## src/rtl/whack_pkg.sv

```systemverilog
// Shared definitions for the whack-a-mole game controller.
//   state_e    : game state machine encoding (idle / play / over)
//   evt_cnt_t  : wide-enough count type for per-cycle event tallies
//   cnt_w()    : width of a counter that must hold 0 .. n-1 (never zero)
package whack_pkg;

  typedef enum logic [1:0] {
    StIdle,
    StPlay,
    StOver
  } state_e;

  // Holds any mole population up to 255 channels.
  localparam int unsigned EvtCntW = 8;
  typedef logic [EvtCntW-1:0] evt_cnt_t;

  function automatic int unsigned cnt_w(input int unsigned n);
    return (n > 1) ? $clog2(n) : 1;
  endfunction

endpackage

```

## src/rtl/mole_slot.sv

```systemverilog
// One mole channel: active flag plus lifetime counter.
// Ports:
//   clk_i        clock
//   rst_i        synchronous, active-high reset
//   spawn_i      light this mole (only asserted while it is dark)
//   whack_i      switch edge for this mole, already gated to the play state
//   clear_all_i  darken silently (restart / game end); suppresses events
//   active_o     mole lit (registered)
//   hit_o        this cycle's whack lands on a lit mole
//   expire_o     this cycle the lit mole reaches the end of its life unhit
module mole_slot
  import whack_pkg::*;
#(
  parameter int unsigned LIFE_TICKS = 100000000
) (
  input  logic clk_i,
  input  logic rst_i,
  input  logic spawn_i,
  input  logic whack_i,
  input  logic clear_all_i,
  output logic active_o,
  output logic hit_o,
  output logic expire_o
);

  localparam int unsigned LifeW = cnt_w(LIFE_TICKS);
  localparam logic [LifeW-1:0] LifeMax = LifeW'(LIFE_TICKS - 1);

  logic             active_q, active_d;
  logic [LifeW-1:0] life_q, life_d;

  always_comb begin
    hit_o    = active_q & whack_i & ~clear_all_i;
    // A hit in the expiry cycle wins, so no miss is reported.
    expire_o = active_q & ~whack_i & ~clear_all_i & (life_q == LifeMax);

    active_d = active_q;
    life_d   = life_q;
    if (clear_all_i || hit_o || expire_o) begin
      active_d = 1'b0;
      life_d   = '0;
    end else if (spawn_i) begin
      active_d = 1'b1;
      life_d   = '0;
    end else if (active_q) begin
      life_d = life_q + LifeW'(1);
    end
  end

  always_ff @(posedge clk_i) begin
    if (rst_i) begin
      active_q <= 1'b0;
      life_q   <= '0;
    end else begin
      active_q <= active_d;
      life_q   <= life_d;
    end
  end

  assign active_o = active_q;

endmodule

```

## src/rtl/whack_controller.sv

```systemverilog
// Game controller for the switch/LED whack-a-mole game.
// Runs an idle/play/over state machine with a seconds countdown, attempts a
// mole spawn every SPAWN_TICKS clocks using the random index, caps the number
// of lit moles at MAX_ACTIVE, and reports per-cycle hit and miss counts.
// Ports:
//   CLOCK_50    system clock
//   rst         synchronous, active-high reset
//   start       one-cycle pulse; starts or restarts a game
//   rand_value  free-running random mole index
//   edge_in     one-cycle switch edge pulses, one per mole
//   moles       lit moles (to LEDR)
//   hit_pulse   at least one hit last cycle
//   miss_pulse  at least one miss last cycle
//   hit_num     number of hits last cycle
//   miss_num    number of misses last cycle
//   time_left   seconds remaining
//   playing     game in progress
//   game_over   game finished, waiting for start
// Build option: define WHACK_PENALTY_EN to count edges on dark moles during
// play as misses.
module whack_controller
  import whack_pkg::*;
#(
  parameter int unsigned NUM_MOLES     = 18,
  parameter int unsigned IDX_W         = 5,
  parameter int unsigned SPAWN_TICKS   = 50000000,
  parameter int unsigned LIFE_TICKS    = 100000000,
  parameter int unsigned TICKS_PER_SEC = 50000000,
  parameter int unsigned GAME_SECONDS  = 60,
  parameter int unsigned MAX_ACTIVE    = 4
) (
  input  logic                             CLOCK_50,
  input  logic                             rst,
  input  logic                             start,
  input  logic [IDX_W-1:0]                 rand_value,
  input  logic [NUM_MOLES-1:0]             edge_in,
  output logic [NUM_MOLES-1:0]             moles,
  output logic                             hit_pulse,
  output logic                             miss_pulse,
  output logic [$clog2(NUM_MOLES+1)-1:0]   hit_num,
  output logic [$clog2(NUM_MOLES+1)-1:0]   miss_num,
  output logic [6:0]                       time_left,
  output logic                             playing,
  output logic                             game_over
);

  localparam int unsigned NumW   = $clog2(NUM_MOLES + 1);
  localparam int unsigned SpawnW = cnt_w(SPAWN_TICKS);
  localparam int unsigned SecW   = cnt_w(TICKS_PER_SEC);
  localparam logic [SpawnW-1:0] SpawnMax = SpawnW'(SPAWN_TICKS - 1);
  localparam logic [SecW-1:0]   SecMax   = SecW'(TICKS_PER_SEC - 1);
  localparam logic [6:0]        GameSecs = 7'(GAME_SECONDS);

  state_e              state_q, state_d;
  logic [6:0]          time_left_q, time_left_d;
  logic [SpawnW-1:0]   spawn_cnt_q, spawn_cnt_d;
  logic [SecW-1:0]     sec_cnt_q, sec_cnt_d;
  logic [NumW-1:0]     hit_num_q, hit_num_d;
  logic [NumW-1:0]     miss_num_q, miss_num_d;
  logic                hit_pulse_q, miss_pulse_q;

  logic                clear_all;
  logic                spawn_try;
  logic                spawn_ok;
  logic [NUM_MOLES-1:0] active;
  logic [NUM_MOLES-1:0] hit_vec;
  logic [NUM_MOLES-1:0] expire_vec;
  logic [NUM_MOLES-1:0] match_vec;
  logic [NUM_MOLES-1:0] spawn_vec;
  logic [NUM_MOLES-1:0] whack_vec;
  logic [NUM_MOLES-1:0] penalty_vec;
  evt_cnt_t            active_cnt;

  function automatic evt_cnt_t popcount(input logic [NUM_MOLES-1:0] v);
    evt_cnt_t c;
    c = '0;
    for (int unsigned j = 0; j < NUM_MOLES; j++) begin
      c = c + evt_cnt_t'(v[j]);
    end
    return c;
  endfunction

  // Game state machine and timers.
  always_comb begin
    state_d     = state_q;
    time_left_d = time_left_q;
    spawn_cnt_d = spawn_cnt_q;
    sec_cnt_d   = sec_cnt_q;
    clear_all   = 1'b0;
    spawn_try   = 1'b0;

    unique case (state_q)
      StIdle, StOver: begin
        if (start) begin
          state_d     = StPlay;
          time_left_d = GameSecs;
          spawn_cnt_d = '0;
          sec_cnt_d   = '0;
        end
      end
      StPlay: begin
        if (start) begin
          // Restart: drop every mole without charging misses.
          clear_all   = 1'b1;
          time_left_d = GameSecs;
          spawn_cnt_d = '0;
          sec_cnt_d   = '0;
        end else if (sec_cnt_q == SecMax && time_left_q <= 7'd1) begin
          state_d     = StOver;
          clear_all   = 1'b1;
          time_left_d = '0;
          spawn_cnt_d = '0;
          sec_cnt_d   = '0;
        end else begin
          spawn_try   = (spawn_cnt_q == SpawnMax);
          spawn_cnt_d = spawn_try ? '0 : spawn_cnt_q + SpawnW'(1);
          if (sec_cnt_q == SecMax) begin
            sec_cnt_d   = '0;
            time_left_d = time_left_q - 7'd1;
          end else begin
            sec_cnt_d = sec_cnt_q + SecW'(1);
          end
        end
      end
      default: begin
        state_d = StIdle;
      end
    endcase
  end

  // Spawn arbitration: all checks use the mole state at the start of the cycle.
  always_comb begin
    for (int unsigned j = 0; j < NUM_MOLES; j++) begin
      match_vec[j] = (32'(rand_value) == j);
    end
    active_cnt = popcount(active);
    // An out-of-range index leaves match_vec empty, which skips the attempt.
    spawn_ok   = spawn_try && (|match_vec) && !(|(match_vec & active)) &&
                 (32'(active_cnt) < MAX_ACTIVE);
    spawn_vec  = spawn_ok ? match_vec : '0;
    whack_vec  = (state_q == StPlay) ? edge_in : '0;
  end

`ifdef WHACK_PENALTY_EN
  // Edges on dark moles during play cost a miss.
  assign penalty_vec = (state_q == StPlay && !clear_all) ? (edge_in & ~active) : '0;
`else
  assign penalty_vec = '0;
`endif

  for (genvar g = 0; g < NUM_MOLES; g++) begin : g_slot
    mole_slot #(
      .LIFE_TICKS (LIFE_TICKS)
    ) u_slot (
      .clk_i       (CLOCK_50),
      .rst_i       (rst),
      .spawn_i     (spawn_vec[g]),
      .whack_i     (whack_vec[g]),
      .clear_all_i (clear_all),
      .active_o    (active[g]),
      .hit_o       (hit_vec[g]),
      .expire_o    (expire_vec[g])
    );
  end

  // Expiry needs a lit mole and a penalty needs a dark one, so OR-ing is exact.
  always_comb begin
    hit_num_d  = NumW'(popcount(hit_vec));
    miss_num_d = NumW'(popcount(expire_vec | penalty_vec));
  end

  always_ff @(posedge CLOCK_50) begin
    if (rst) begin
      state_q      <= StIdle;
      time_left_q  <= GameSecs;
      spawn_cnt_q  <= '0;
      sec_cnt_q    <= '0;
      hit_num_q    <= '0;
      miss_num_q   <= '0;
      hit_pulse_q  <= 1'b0;
      miss_pulse_q <= 1'b0;
    end else begin
      state_q      <= state_d;
      time_left_q  <= time_left_d;
      spawn_cnt_q  <= spawn_cnt_d;
      sec_cnt_q    <= sec_cnt_d;
      hit_num_q    <= hit_num_d;
      miss_num_q   <= miss_num_d;
      hit_pulse_q  <= (hit_num_d != '0);
      miss_pulse_q <= (miss_num_d != '0);
    end
  end

  assign moles      = active;
  assign hit_pulse  = hit_pulse_q;
  assign miss_pulse = miss_pulse_q;
  assign hit_num    = hit_num_q;
  assign miss_num   = miss_num_q;
  assign time_left  = time_left_q;
  assign playing    = (state_q == StPlay);
  assign game_over  = (state_q == StOver);

endmodule

```

## config.mk

```make
export PLATFORM = sky130hd
export DESIGN_NAME = whack_controller
export DESIGN_NICKNAME = d
export VERILOG_FILES = /design/src/rtl/whack_pkg.sv /design/src/rtl/mole_slot.sv /design/src/rtl/whack_controller.sv
export SDC_FILE = /design/constraint.sdc
export NUM_CORES = 1
export LEC_CHECK = 0
export CORE_MARGIN = 3
export CORE_UTILIZATION = 25
export CTS_BUF_LIST = sky130_fd_sc_hd__clkbuf_4
export DETAILED_ROUTE_END_ITERATION = 7
export GPL_ROUTABILITY_DRIVEN = 0
export GPL_TIMING_DRIVEN = 0
export MAX_ROUTING_LAYER = met4
export PLACE_DENSITY_LB_ADDON = 0.08
export SKIP_CTS_REPAIR_TIMING = 1
export SLEW_MARGIN = 15
export SYNTH_ARGS = -nofsm -noshare
export SYNTH_HDL_FRONTEND = slang
export SYNTH_SLANG_ARGS = --single-unit
```

## constraint.sdc

```tcl
create_clock -name CLOCK_50 -period 17 [get_ports CLOCK_50]
set_input_delay 2.55 -clock CLOCK_50 [delete_from_list [all_inputs] [get_ports CLOCK_50]]
set_output_delay 2.55 -clock CLOCK_50 [all_outputs]
set_load 0.1 [all_outputs]
```

==> results.sh, run 1 <==
export IMPL_status="finished, final reports clean"
export IMPL_slew_limit_headroom_pct=20.5
export IMPL_clock_tree_root_cell="clkbuf_4"
export IMPL_dpl_cell_area_um2=32800
export IMPL_io_pins=65
export IMPL_drv_cap=0
export IMPL_grt_pass1_wl_um=139000
export IMPL_synth_fp_nets=3439
export IMPL_ant_nets=0
export IMPL_powerDensity_nw_per_um2=81.1
export IMPL_antenna_found_initial=8
export IMPL_netlist_instances=3333
export IMPL_synth_seq_cells=577
export IMPL_coreArea_um2=119000
export IMPL_path_class="flip-flop to output port"
export IMPL_final_layout_size_suffix_gt1_share_pct=17.9
export IMPL_first_pass_iters=5
export IMPL_layout_common_cells="577 x dfxtp_1, 331 x nor3_1, 260 x nand2_1"
export IMPL_hold_class="flip-flop to flip-flop"
export IMPL_drt_iter0_drc=1196
export IMPL_wl_per_cell_um=16.5
export IMPL_cp_slowest_stage_delay_ps=1350
export IMPL_max_clock_path_buffers=3
export IMPL_r2r_cells=20
export IMPL_grt_ovfl_total=0
export IMPL_worstPathCellList="nand2b_1, clkinv_1, clkbuf_1, buf_1, clkbuf_1, clkdlybuf4s50_1"
export IMPL_ff_latch_area_um2=11600
export IMPL_synth_seq_area_share_pct=38.4
export IMPL_layout_min_cycle_time_ps=8350
export IMPL_die_area_um2=125000
export IMPL_max_freq_ghz=0.120
export IMPL_skew_ps=71.9
export IMPL_met3_usage_pct=3.28
export IMPL_met2_usage_pct=20.7
export IMPL_port_buffers=61
export IMPL_grt_pass1_vias=24200
export IMPL_drc=0
export IMPL_via_count=24200
export IMPL_final_max_slew_viol_count=0
export IMPL_crit_fanout=10
export IMPL_cts_tree="built"
export IMPL_htreeDepth=4
export IMPL_setup_viol=0
export IMPL_grt_use_total_pct=14.4
export IMPL_fin_util_pct=29.5
export IMPL_multi_input_area_um2=17200
export IMPL_final_common_cell="dfxtp_1"
export IMPL_synth_edf_count=0
export IMPL_syn_to_final_growth_pct=16.3
export IMPL_die_h_um=353
export IMPL_worst_slew_pin_slew_ps=1180
export IMPL_crit_top_cell="clkbuf_1"
export IMPL_cts_made_buffers=179
export IMPL_grt_setup_unrepaired="no"
export IMPL_crit_family="buffers and inverters"
export IMPL_cp_end_kind="output port"
export IMPL_crit_required_ps=14450
export IMPL_fin_nets=3684
export IMPL_grtUsageMet1_pct=19.7
export IMPL_worst_path_buf_inv=5
export IMPL_dpl_hpwl_um=62100
export IMPL_finalSetupTns_ps=0
export IMPL_clk_latency_ps=1090
export IMPL_numClockSinks=577
export IMPL_holdPathStages=2
export IMPL_async_flop_share_pct=0
export IMPL_initial_utilization_pct=25.3
export IMPL_fillers=12700
export IMPL_crit_slowest_cell="clkdlybuf4s50_1"
export IMPL_grt_max_degree=17
export IMPL_synth_warnings=0
export IMPL_post_route_period_util_pct=49.1
export IMPL_drt_vias_per_instance=4.58
export IMPL_top_usage_layer="met2"
export IMPL_p_total_uw=2840
export IMPL_synth_cell_types=77
export IMPL_stdcell_area_um2=35000
export IMPL_netlist_area_um2=30100
export IMPL_critPathArrivalTime_ps=5800
export IMPL_crit_path_start_kind="flip-flop"
export IMPL_die_x_um=353
export IMPL_routed_wirelength_um=87100
export IMPL_vdd_drop_max_uv=58.5
export IMPL_finalHoldViolCount=0
export IMPL_rows=126
export IMPL_ys_flop_type="dfxtp_1"
export IMPL_cp_depth=6
export IMPL_p_leak_uw=0.0117
export IMPL_synth_area_per_cell_um2=9.02
export IMPL_clkTransAtPathRegs_ps=60
[worst register-to-register path: cells and delay by family (launching register included)]
kind	cells	cell delay (ps)
AO/OA/AOI/OAI	1	470
XOR/XNOR	1	170
adder cells (fa/ha/maj)	7	3260
buffers and inverters	7	2630
flip-flops	1	330
AND/OR/NAND/NOR	4	980
[routing by layer]
layer	up-vias	routed length, µm
met5	-	0
met4	0	1970
met3	159	3860
met2	398	36700
met1	11400	44600
li1	12300	-
[sequential cells by signal (all words and copies together), names as in the netlist]
signal / count
spawn_cnt_q: 26
g_slot.u_slot.active_o: 18
miss_pulse: 1
hit_num: 5
time_left: 7
miss_num: 5
hit_pulse: 1
g_slot.u_slot.life_q: 486
state_q: 2
sec_cnt_q: 26
[layout make-up]
cell class | count | share of cell area, %
multi-input combinational | 2477 | 49.1
sequential | 577 | 33.0
tap | 1600 | 5.72
clock buffer | 255 | 5.47
buffer | 167 | 2.87
timing repair buffer | 64 | 1.88
inverter | 112 | 1.20
clock inverter | 27 | 0.690
antenna | 12 | 0.0858
[kinds of logic (layout without fill, tap and decap cells)]
| family | Yosys count | count (layout) | synth area share [%] |
|---|---|---|---|
| mux | 26 | 26 | 0.874 |
| compound gates | 169 | 169 | 3.89 |
| other cells | 0 | 12 | 0 |
| simple gates | 1720 | 1720 | 33.9 |
| xor+xnor | 482 | 482 | 14.0 |
| fa+ha+maj | 80 | 80 | 4.20 |
| buf+inv | 279 | 625 | 4.73 |
| flops | 577 | 577 | 38.4 |
[per-stage QoR]
stage	instances	hold slack (ps)	setup slack [ps]
after global placement	4994	476	7650
after floorplan	3333	440	9640
after CTS	5279	488	8340
after global routing	5288	506	8300
final	5291	487	8650
after detailed placement	4997	473	8250
[Yosys cell counts (all sizes together), types with 4 or more instances]
cell	number	area share [%]
a2111oi	5	0.21
a21o	8	0.20
a21oi	44	0.73
a311oi	4	0.12
a31oi	20	0.42
and2	27	0.56
and3	74	1.5
and4	36	1.0
buf	108	2.6
clkbuf	59	0.74
dfxtp	577	38
fa	35	2.3
ha	45	1.9
inv	111	1.4
mux2i	24	0.80
nand2	270	3.5
nand2b	10	0.21
nand3	172	2.9
nand3b	7	0.17
nand4	148	3.1
nor2	228	2.8
nor2b	14	0.29
nor3	538	13
nor3b	29	0.72
nor4	66	2.0
nor4b	17	0.50
nor4bb	4	0.13
o2111ai	6	0.23
o211ai	7	0.19
o21a	6	0.15
o21ai	31	0.52
o21ba	12	0.40
o22a	4	0.12
or2	18	0.37
or3	30	0.64
or3b	4	0.12
or4	15	0.39
or4b	8	0.27
xnor2	244	7.1
xor2	238	6.9
[path summary, 6_finish.rpt]
check                       start              end  slack [ps]
setup / recovery       state_q[1]          playing        8650
hold / removal    spawn_cnt_q[25]  spawn_cnt_q[25]         490
setup reg to reg       state_q[1]       miss_pulse        8960
hold reg to reg   spawn_cnt_q[25]  spawn_cnt_q[25]         490
[power breakdown]
group / internal [µW] / switching (µW)
Combinational: 24.1 / 83.7
Sequential: 1350 / 0.988
Clock: 748 / 627
Total: 2130 / 711
(Power assumes the default switching activity.)
==> run 2: changes to the inputs <==
==> constraint.sdc (replaced) <==
create_clock -name CLOCK_50 -period 8.5 [get_ports CLOCK_50]
set_input_delay 1.275 -clock CLOCK_50 [delete_from_list [all_inputs] [get_ports CLOCK_50]]
set_output_delay 1.275 -clock CLOCK_50 [all_outputs]
set_load 0.1 [all_outputs]
==> results of run 2 <==
The final DEF is identical to that of run 1. Status: finished, final reports clean.
Main changes from that run: setup slack after placement 8250 ps -> 443 ps; setup slack after layout 8650 ps -> 462 ps; end point of the critical path playing -> miss_pulse; register-to-register setup slack 8960 ps -> 460 ps; total power 2840 µW -> 5670 µW; worst IR drop on VDD 58.5 µV -> 117 µV
